`src/rtl/uart_loader_pkg.sv`:
```
// Shared definitions for the UART program loader: FSM encoding and defaults.
package uart_loader_pkg;

  // Frame parsing states
  typedef enum logic [2:0] {
    ST_IDLE    = 3'd0,
    ST_LEN_HI  = 3'd1,
    ST_LEN_LO  = 3'd2,
    ST_PAYLOAD = 3'd3,
    ST_CHECK   = 3'd4
  } state_t;

  // Default frame start marker
  localparam logic [7:0] SYNC_BYTE_DEFAULT = 8'hA5;

  // Payload byte count width (two length bytes)
  localparam int COUNT_WIDTH = 16;

endpackage

```
`src/rtl/uart_loader_timer.sv`:
```
// Inter-byte watchdog: counts enabled clocks since the last restart and
// raises a one-cycle expiry pulse once TIMEOUT_CYCLES clocks have elapsed.
module uart_loader_timer #(
  parameter int TIMEOUT_CYCLES = 1_000_000
) (
  input  logic clk,
  input  logic rst_n,
  input  logic i_restart,
  input  logic i_enable,
  output logic o_expire
);

  localparam int TW = (TIMEOUT_CYCLES > 1) ? $clog2(TIMEOUT_CYCLES) : 1;
  localparam logic [TW-1:0] LAST = TW'(TIMEOUT_CYCLES - 1);

  logic [TW-1:0] r_count;

  // Count idle clocks; any accepted byte or a disabled timer clears it.
  // The count saturates at LAST so it never wraps back to a fresh interval.
  always_ff @(posedge clk or negedge rst_n) begin
    if (!rst_n) begin
      r_count <= '0;
    end else if (i_restart || !i_enable) begin
      r_count <= '0;
    end else if (r_count != LAST) begin
      r_count <= r_count + TW'(1);
    end
  end

  // A byte arriving on the expiry cycle suppresses the pulse
  assign o_expire = i_enable && !i_restart && (r_count == LAST);

endmodule

```
`src/rtl/uart_loader.sv`:
```
// UART program loader: frames SYNC/LEN_HI/LEN_LO/payload/CHK packets,
// writes the payload to memory sequentially and releases the CPU hold only
// after a frame with a matching checksum.
module uart_loader
  import uart_loader_pkg::*;
#(
  parameter int         ADDR_WIDTH     = 16,
  parameter int         TIMEOUT_CYCLES = 1_000_000,
  parameter logic [7:0] SYNC_BYTE      = SYNC_BYTE_DEFAULT
) (
  input  logic                  clk,
  input  logic                  rst_n,
  input  logic [7:0]            in_rx_data,
  input  logic                  in_rx_data_valid,
  output logic [ADDR_WIDTH-1:0] out_mem_addr,
  output logic [7:0]            out_mem_data,
  output logic                  out_mem_we,
  output logic                  out_cpu_hold,
  output logic                  out_busy,
  output logic                  out_load_done,
  output logic                  out_error
);

  state_t                  r_state;
  state_t                  w_state_next;
  logic [COUNT_WIDTH-1:0]  r_count,    w_count_next;
  logic [ADDR_WIDTH-1:0]   r_addr,     w_addr_next;
  logic [7:0]              r_sum,      w_sum_next;
  logic [ADDR_WIDTH-1:0]   r_mem_addr, w_mem_addr_next;
  logic [7:0]              r_mem_data, w_mem_data_next;
  logic                    r_mem_we,   w_mem_we_next;
  logic                    r_cpu_hold, w_cpu_hold_next;
  logic                    r_load_done, w_load_done_next;
  logic                    r_error,    w_error_next;
  logic                    w_expire;
  logic [COUNT_WIDTH-1:0]  w_len;

  // Full length as soon as the low byte arrives
  assign w_len = {r_count[COUNT_WIDTH-1:8], in_rx_data};

  uart_loader_timer #(
    .TIMEOUT_CYCLES (TIMEOUT_CYCLES)
  ) u_timer (
    .clk       (clk),
    .rst_n     (rst_n),
    .i_restart (in_rx_data_valid),
    .i_enable  (r_state != ST_IDLE),
    .o_expire  (w_expire)
  );

  // State register
  always_ff @(posedge clk or negedge rst_n) begin
    if (!rst_n) r_state <= ST_IDLE;
    else        r_state <= w_state_next;
  end

  // Next-state logic: bytes advance the frame, expiry aborts it
  always_comb begin
    w_state_next = r_state;
    if (in_rx_data_valid) begin
      case (r_state)
        ST_IDLE:    if (in_rx_data == SYNC_BYTE) w_state_next = ST_LEN_HI;
        ST_LEN_HI:  w_state_next = ST_LEN_LO;
        ST_LEN_LO:  w_state_next = (w_len == '0) ? ST_CHECK : ST_PAYLOAD;
        ST_PAYLOAD: if (r_count == COUNT_WIDTH'(1)) w_state_next = ST_CHECK;
        ST_CHECK:   w_state_next = ST_IDLE;
        default:    w_state_next = ST_IDLE;
      endcase
    end else if (w_expire) begin
      w_state_next = ST_IDLE;
    end
  end

  // Output/datapath logic: next values for count, address, sum and outputs
  always_comb begin
    w_count_next     = r_count;
    w_addr_next      = r_addr;
    w_sum_next       = r_sum;
    w_mem_addr_next  = r_mem_addr;
    w_mem_data_next  = r_mem_data;
    w_mem_we_next    = 1'b0;
    w_cpu_hold_next  = r_cpu_hold;
    w_load_done_next = 1'b0;
    w_error_next     = r_error;
    if (in_rx_data_valid) begin
      case (r_state)
        ST_IDLE: begin
          if (in_rx_data == SYNC_BYTE) begin
            w_cpu_hold_next = 1'b1;
            w_error_next    = 1'b0;
            w_addr_next     = '0;
            w_sum_next      = '0;
          end
        end
        ST_LEN_HI: w_count_next = {in_rx_data, 8'h00};
        ST_LEN_LO: w_count_next = w_len;
        ST_PAYLOAD: begin
          w_mem_addr_next = r_addr;
          w_mem_data_next = in_rx_data;
          w_mem_we_next   = 1'b1;
          w_sum_next      = r_sum + in_rx_data;
          w_addr_next     = r_addr + ADDR_WIDTH'(1);
          w_count_next    = r_count - COUNT_WIDTH'(1);
        end
        ST_CHECK: begin
          if (in_rx_data == r_sum) begin
            w_cpu_hold_next  = 1'b0;
            w_load_done_next = 1'b1;
          end else begin
            w_error_next = 1'b1;
          end
        end
        default: ;
      endcase
    end else if (w_expire) begin
      w_error_next = 1'b1;
    end
  end

  // Datapath and output registers; reset holds the CPU until the first load
  always_ff @(posedge clk or negedge rst_n) begin
    if (!rst_n) begin
      r_count     <= '0;
      r_addr      <= '0;
      r_sum       <= '0;
      r_mem_addr  <= '0;
      r_mem_data  <= '0;
      r_mem_we    <= 1'b0;
      r_cpu_hold  <= 1'b1;
      r_load_done <= 1'b0;
      r_error     <= 1'b0;
    end else begin
      r_count     <= w_count_next;
      r_addr      <= w_addr_next;
      r_sum       <= w_sum_next;
      r_mem_addr  <= w_mem_addr_next;
      r_mem_data  <= w_mem_data_next;
      r_mem_we    <= w_mem_we_next;
      r_cpu_hold  <= w_cpu_hold_next;
      r_load_done <= w_load_done_next;
      r_error     <= w_error_next;
    end
  end

  assign out_mem_addr  = r_mem_addr;
  assign out_mem_data  = r_mem_data;
  assign out_mem_we    = r_mem_we;
  assign out_cpu_hold  = r_cpu_hold;
  assign out_busy      = (r_state != ST_IDLE);
  assign out_load_done = r_load_done;
  assign out_error     = r_error;

endmodule
```
`config.mk`:
```
export PLATFORM = sky130hd
export DESIGN_NAME = uart_loader
export DESIGN_NICKNAME = d
export VERILOG_FILES = /design/src/rtl/uart_loader_pkg.sv /design/src/rtl/uart_loader_timer.sv /design/src/rtl/uart_loader.sv
export SDC_FILE = /design/constraint.sdc
export NUM_CORES = 1
export LEC_CHECK = 0
export CAP_MARGIN = 20
export CORE_MARGIN = 2
export CORE_UTILIZATION = 53
export CTS_CLUSTER_DIAMETER = 40
export DETAILED_ROUTE_END_ITERATION = 8
export GPL_ROUTABILITY_DRIVEN = 0
export PLACE_DENSITY = 0.77
export SLEW_MARGIN = 20
export SYNTH_ARGS = -nofsm -noshare
export SYNTH_HDL_FRONTEND = slang
export SYNTH_SLANG_ARGS = --single-unit
```
`constraint.sdc`:
```
create_clock -name clk -period 1.8 [get_ports clk]
set_input_delay 0.18 -clock clk [delete_from_list [all_inputs] [get_ports clk]]
set_output_delay 0.18 -clock clk [all_outputs]
set_load 0.01 [all_outputs]
```
---- Word level (Yosys, flattened, before mapping) ----
Index checks and enable logic that the tools add are counted.
storage, ports and cells
  register bits ........................... 91
  output and inout port bits .............. 29
  logic and storage cells ................. 79
cells by class
  $add $sub $neg .......................... 4
  equal/unequal tests ..................... 15
  multiplexer cells ....................... 26
  bitwise gates (word level) .............. 1
  reduce and logical (&&, ||, !) cells .... 21
operators by type and width
  operator                                               number
  case mux 16 bit (3 select lines)                       1
  2-to-1 mux 20 bit                                      2
  case mux 16 bit (2 select lines)                       1
  adder 20 x 1 -> 20 bit (second input constant)         1
  equality test 20 bit (second input constant)           1
  != test 20 bit (second input constant)                 1
  adder 16 x 1 -> 16 bit (second input constant)         1
  equality test 16 x 1 -> 1 bit (second input constant)  1
  zero test 16 bit                                       1
  2-to-1 mux 16 bit                                      1
  case mux 8 bit (2 select lines)                        1
  subtractor 16 x 1 -> 16 bit (second input constant)    1
  2-to-1 mux 3 bit                                       5
  case mux 3 bit (4 select lines)                        1
  2-to-1 mux 1 bit                                       11
  nonzero test 2 bit                                     5
  != test 3 bit (second input constant)                  3
  AND reduction 3 bit                                    3
  adder 8 bit                                            1
  equality test 8 bit                                    1
  equality test 8 bit (second input constant)            1
  2-to-1 mux 8 bit                                       1
  AND reduction 4 bit                                    2
  equality test 3 x 2 -> 1 bit (second input constant)   2
  12 further kinds                                       18

---- Depth between registers and ports, before layout ----
Gate-level depths: netlist of the first run.
  depth after elaboration ................. 5
  depth in mapped cells ................... 8
  depth with buffers taken out ............ 7

---- Cells and area by module ----
From an unflattened synthesis of the first run, not the netlist that was laid out.
second synthesis, totals
  cell total of the unflattened synthesis .. 552
  area, all modules ....................... 4872.2 um2
by module, submodules not included
  module             instances  cells an instance  area each (um2)  sequential area each (um2)
  uart_loader        1          436                3773.6           1778.0
  uart_loader_timer  1          116                1098.6           500.5

---- Worst setup path before layout of the first run ----
No wires, ideal clock.
  path kind ............................... reg-to-reg
  from .................................... register r_sum[0]
  to ...................................... register r_sum[6]
  setup time .............................. 0.077 ns
  arrival time ............................ 1.865 ns
  data required time ...................... 1.723 ns
  setup slack ............................. -0.141 ns
  cell stages (with the launch flop) ...... 8
  path buffers ............................ 0
  clock period less this slack ............ 1.941 ns
  cell sequence ........................... dfrtp_1 ha_1 fa_1 a21o_1 a21o_1 a2111oi_0 a31oi_1 o21ai_1
between the ends
  word-level cells in the longest chain between the ends .. 2
ends and longest elaborated chain
  item                             line                text
  start, declared                  uart_loader.sv:28   logic [7:0] r_sum, w_sum_next;
  start signal, assigned           uart_loader.sv:135  r_sum <= w_sum_next;
  adder 8 bit                      uart_loader.sv:101  w_sum_next = r_sum + in_rx_data;
  case mux 8 bit (2 select lines)  uart_loader.sv:86   case (r_state)
No other way between the ends.
A chain may end at the register's enable or synchronous reset.

---- Final worst setup path of the first run ----
  from .................................... register r_count[3]
  to ...................................... register r_count[15]
between the ends
  word-level cells in the longest chain between the ends .. 2
ends and longest elaborated chain
  item                              line                text
  start, declared                   uart_loader.sv:26   logic [COUNT_WIDTH-1:0] r_count, w_count_next;
  start signal, assigned            uart_loader.sv:133  r_count <= w_count_next;
  subtractor 16 x 1 -> 16 bit       uart_loader.sv:103  w_count_next = r_count - COUNT_WIDTH'(1);
  case mux 16 bit (3 select lines)  uart_loader.sv:86
No other way between the ends.

==> impl_metrics.tcl, run 1 <==
set metrics [dict create \
    grt_pass1_vias 4426 \
    yosysTopAreaCell "dfrtp_1" \
    synth.most_common_cell "nand2_1" \
    power.switching_w 0.00338 \
    place_ws_ns -0.419 \
    layout-drive-gt1-share 0.236 \
    synth_area_leaders "dfrtp_1 (46%), nand2_1 (8.7%), o21ai_0 (3.7%)" \
    seqPwrFrac 0.353 \
    ys_seq_area_frac 0.465 \
    power_density_nw_per_um2 1280 \
    yosys.area.top_type_share 0.459 \
    switching_share 0.407 \
    htreeDepth 3 \
    grt_max_degree 45 \
    crit_arrival_ns 2.15 \
    setup_ws_ns -0.110 \
    period_minus_slack_ns 1.91 \
    clock-skew-final_ns 0.0124 \
    clk_pin_slew_worst_paths_ns 0.10 \
    antenna_found_initial 0 \
    num_rows 35 \
    leakage_nw 2.96 \
    die_width_microns 100 \
    power_frac_clock 0.157 \
    hold_depth 3 \
    grt.met1_usage 0.362 \
    synth_warnings 0 \
    ctsLongestPathBuffers 2 \
    vias 4711 \
    cts_sinks 91 \
    p_total_w 0.00830 \
    drt-vias-per-instance 6.07 \
    required_ns 2.04 \
    cp_max_fo 5 \
    met3_usage 0.0369 \
    area_growth_pct 31.9 \
    grt_use_met2 0.432 \
    timing.fmax_mhz 524 \
    path_class "flip-flop to flip-flop" \
    post-route-util 0.710 \
    reg2reg_depth 6 \
    dr.pass1.iters 6 \
    ys_types 60 \
    finalCritPeriodShare 1.06 \
    wl_per_cell_microns 17.7 \
    synth_edf_count 0 \
    grt.busiest_layer "met2" \
    synth_common_cells "nand2_1 (113), dfrtp_1 (90), nor2_1 (41), o21ai_0 (36), nor3_1 (21)" \
    rsz0062_at_grt "true" \
    start_util 0.538 \
    hold_viol_final 0 \
    syn_area_sq_um 4900 \
    violations "setup timing" \
    pwr-share-comb 0.490 \
    syn_nets 571 \
    tightest_slew_ns 0.515 \
    track_usage 0.265 \
    hold_slack_ns 0.226 \
    grt_overflow_total 0 \
    numCtsBuffers 9 \
    post-dp-hpwl_mm 8.71 \
    synthCells 548 \
    clk_latency_ns 0.37 \
    dieArea_sq_um 10000 \
    synth_flop_cell "dfrtp_1" \
    num_io_pins 40 \
    max-slew-margin-rel 0.653 \
    syn_area_per_cell_sq_um 8.95 \
    cts_tree "yes" \
    core_area_sq_um 9110 \
    async_flop_share 1.00 \
    setup_viol 6 \
    peakVddDrop_mv 0.764 \
    antenna_cells 0 \
    ys_seq_elements 91 \
    drt-total-wl_mm 13.7 \
    grt_pass1_wl_mm 21.3 \
    cap_viol_max_count 0 \
    portBuffers 39 \
    die_h_microns 100 \
    hold_path.class "input port to flip-flop" \
    dr.first_iter.drc_count 454 \
    ant_nets 0 \
    root_buffer "clkbuf_8" \
    start_kind "flip-flop" \
    outcome "finished with violations" \
    cp-end-kind "flip-flop" \
    drc_errors 0 \
    final_nets 683 \
    slew_viol_final 0 \
    p_int_w 0.00492 \
]
## routing by layer
layer | up-vias | part of all wire
li1 | 2166 | -
met1 | 2274 | 0.42
met2 | 217 | 0.48
met3 | 54 | 0.067
met4 | 0 | 0.036
met5 | - | 0
## layout make-up
cell class	instances	area (sq um)
clock buffers	10	128
clock inverters	6	48.8
fillers	666	2640
inverters	10	37.5
multi-input cells	421	2680
flip-flops and latches	91	2280
well taps	111	139
repair buffers	127	1150
## per-stage QoR
| stage | cell area [sq um] | std cells | setup TNS [ns] |
|---|---|---|---|
| after floorplan | 4910 | 548 | 0 |
| after global placement | 5940 | 745 | -6.07 |
| after detailed placement | 5940 | 745 | -7.91 |
| after CTS | 6230 | 765 | -0.0849 |
| after global routing | 6470 | 776 | -1.15 |
| final | 6470 | 776 | -0.440 |
## logic make-up after synthesis
group / synth area share
AO/OA/AOI/OAI: 0.141
multiplexers: 0.0311
buffers and inverters: 0.0332
AND/OR/NAND/NOR: 0.259
adder cells (fa/ha/maj): 0.0322
XOR/XNOR: 0.0393
flip-flops: 0.465
## power groups by stage
stage          registers [W]  logic (W)  clock network [W]
2_1_floorplan        0.00287    0.00191                  0
3_3_place_gp         0.00285    0.00334                  0
3_5_place_dp         0.00287    0.00345                  0
6_report             0.00293    0.00407            0.00130
5_1_grt              0.00298    0.00439            0.00140
4_1_cts              0.00287    0.00363            0.00131
## sequential cells by signal (all words and copies together) (netlist names)
register         cells
u_timer.r_count     20
out_mem_addr        16
r_addr              16
r_count             16
out_mem_data         8
r_sum                8
r_state              3
out_cpu_hold         1
out_error            1
out_load_done        1
out_mem_we           1
## what timing repair did
action                                  CTS  global route
hold buffers                              1             0
gates resized for setup                  18            40
hold endpoints to repair                 23             0
endpoints found under the setup margin   13            33
pin swaps                                 3            20
setup buffers                             3            10
gates cloned                              0             1
## critical path, cell delays in order (launching register included)
cell	delay, ns
dfrtp_2	0.46
or2_1	0.28
buf_4	0.17
nor4_4	0.43
a21oi_2	0.10
o21ai_1	0.21
o21ai_1	0.12
## worst paths after layout
| path | end | from | slack, ns |
|---|---|---|---|
| max | r_count[15] | r_count[3] | -0.11 |
| min | out_mem_data[1] | in_rx_data[1] | 0.23 |
| max reg2reg | r_count[15] | r_count[3] | -0.11 |
| min reg2reg | out_mem_data[5] | out_mem_data[5] | 0.48 |
| max in group asynchronous | out_mem_data[6] | rst_n | 0.89 |
| min in group asynchronous | r_count[4] | rst_n | 0.26 |
## layout by cell type (no fill, tap or decap), types with 4 or more instances in the layout
cell type | Yosys | layout
nor3_1 | 21 | 21
nor2b_1 | 5 | 5
dfrtp_1 | 90 | 85
xor2_1 | 16 | 16
nand2_1 | 113 | 112
a31oi_1 | 10 | 10
a21o_1 | 4 | 4
dfrtp_2 | 0 | 5
o21ai_0 | 36 | 24
nand4_1 | 16 | 16
nand3_1 | 20 | 20
o21ai_2 | 5 | 7
inv_1 | 9 | 8
mux2i_1 | 13 | 13
nor2_1 | 41 | 39
and3_1 | 9 | 7
buf_12 | 0 | 6
buf_4 | 2 | 80
xnor2_1 | 6 | 5
clkdlybuf4s50_1 | 0 | 36
a21oi_1 | 18 | 16
and4_1 | 5 | 5
a21oi_2 | 2 | 4
clkbuf_8 | 0 | 9
o21ai_1 | 11 | 21
ha_1 | 11 | 7
nor4_2 | 0 | 4
(Power assumes the default switching activity.)
==> inputs of run 2 (changes only) <==
--- a/config.mk
+++ b/config.mk
@@ -11,6 +11,7 @@
 export CTS_CLUSTER_DIAMETER = 40
 export DETAILED_ROUTE_END_ITERATION = 8
 export GPL_ROUTABILITY_DRIVEN = 0
+export HOLD_SLACK_MARGIN = 0.03
 export PLACE_DENSITY = 0.77
 export SLEW_MARGIN = 20
 export SYNTH_ARGS = -nofsm -noshare
==> results of run 2 <==
No change in the layout: final DEF, timing and power equal those of run 1.
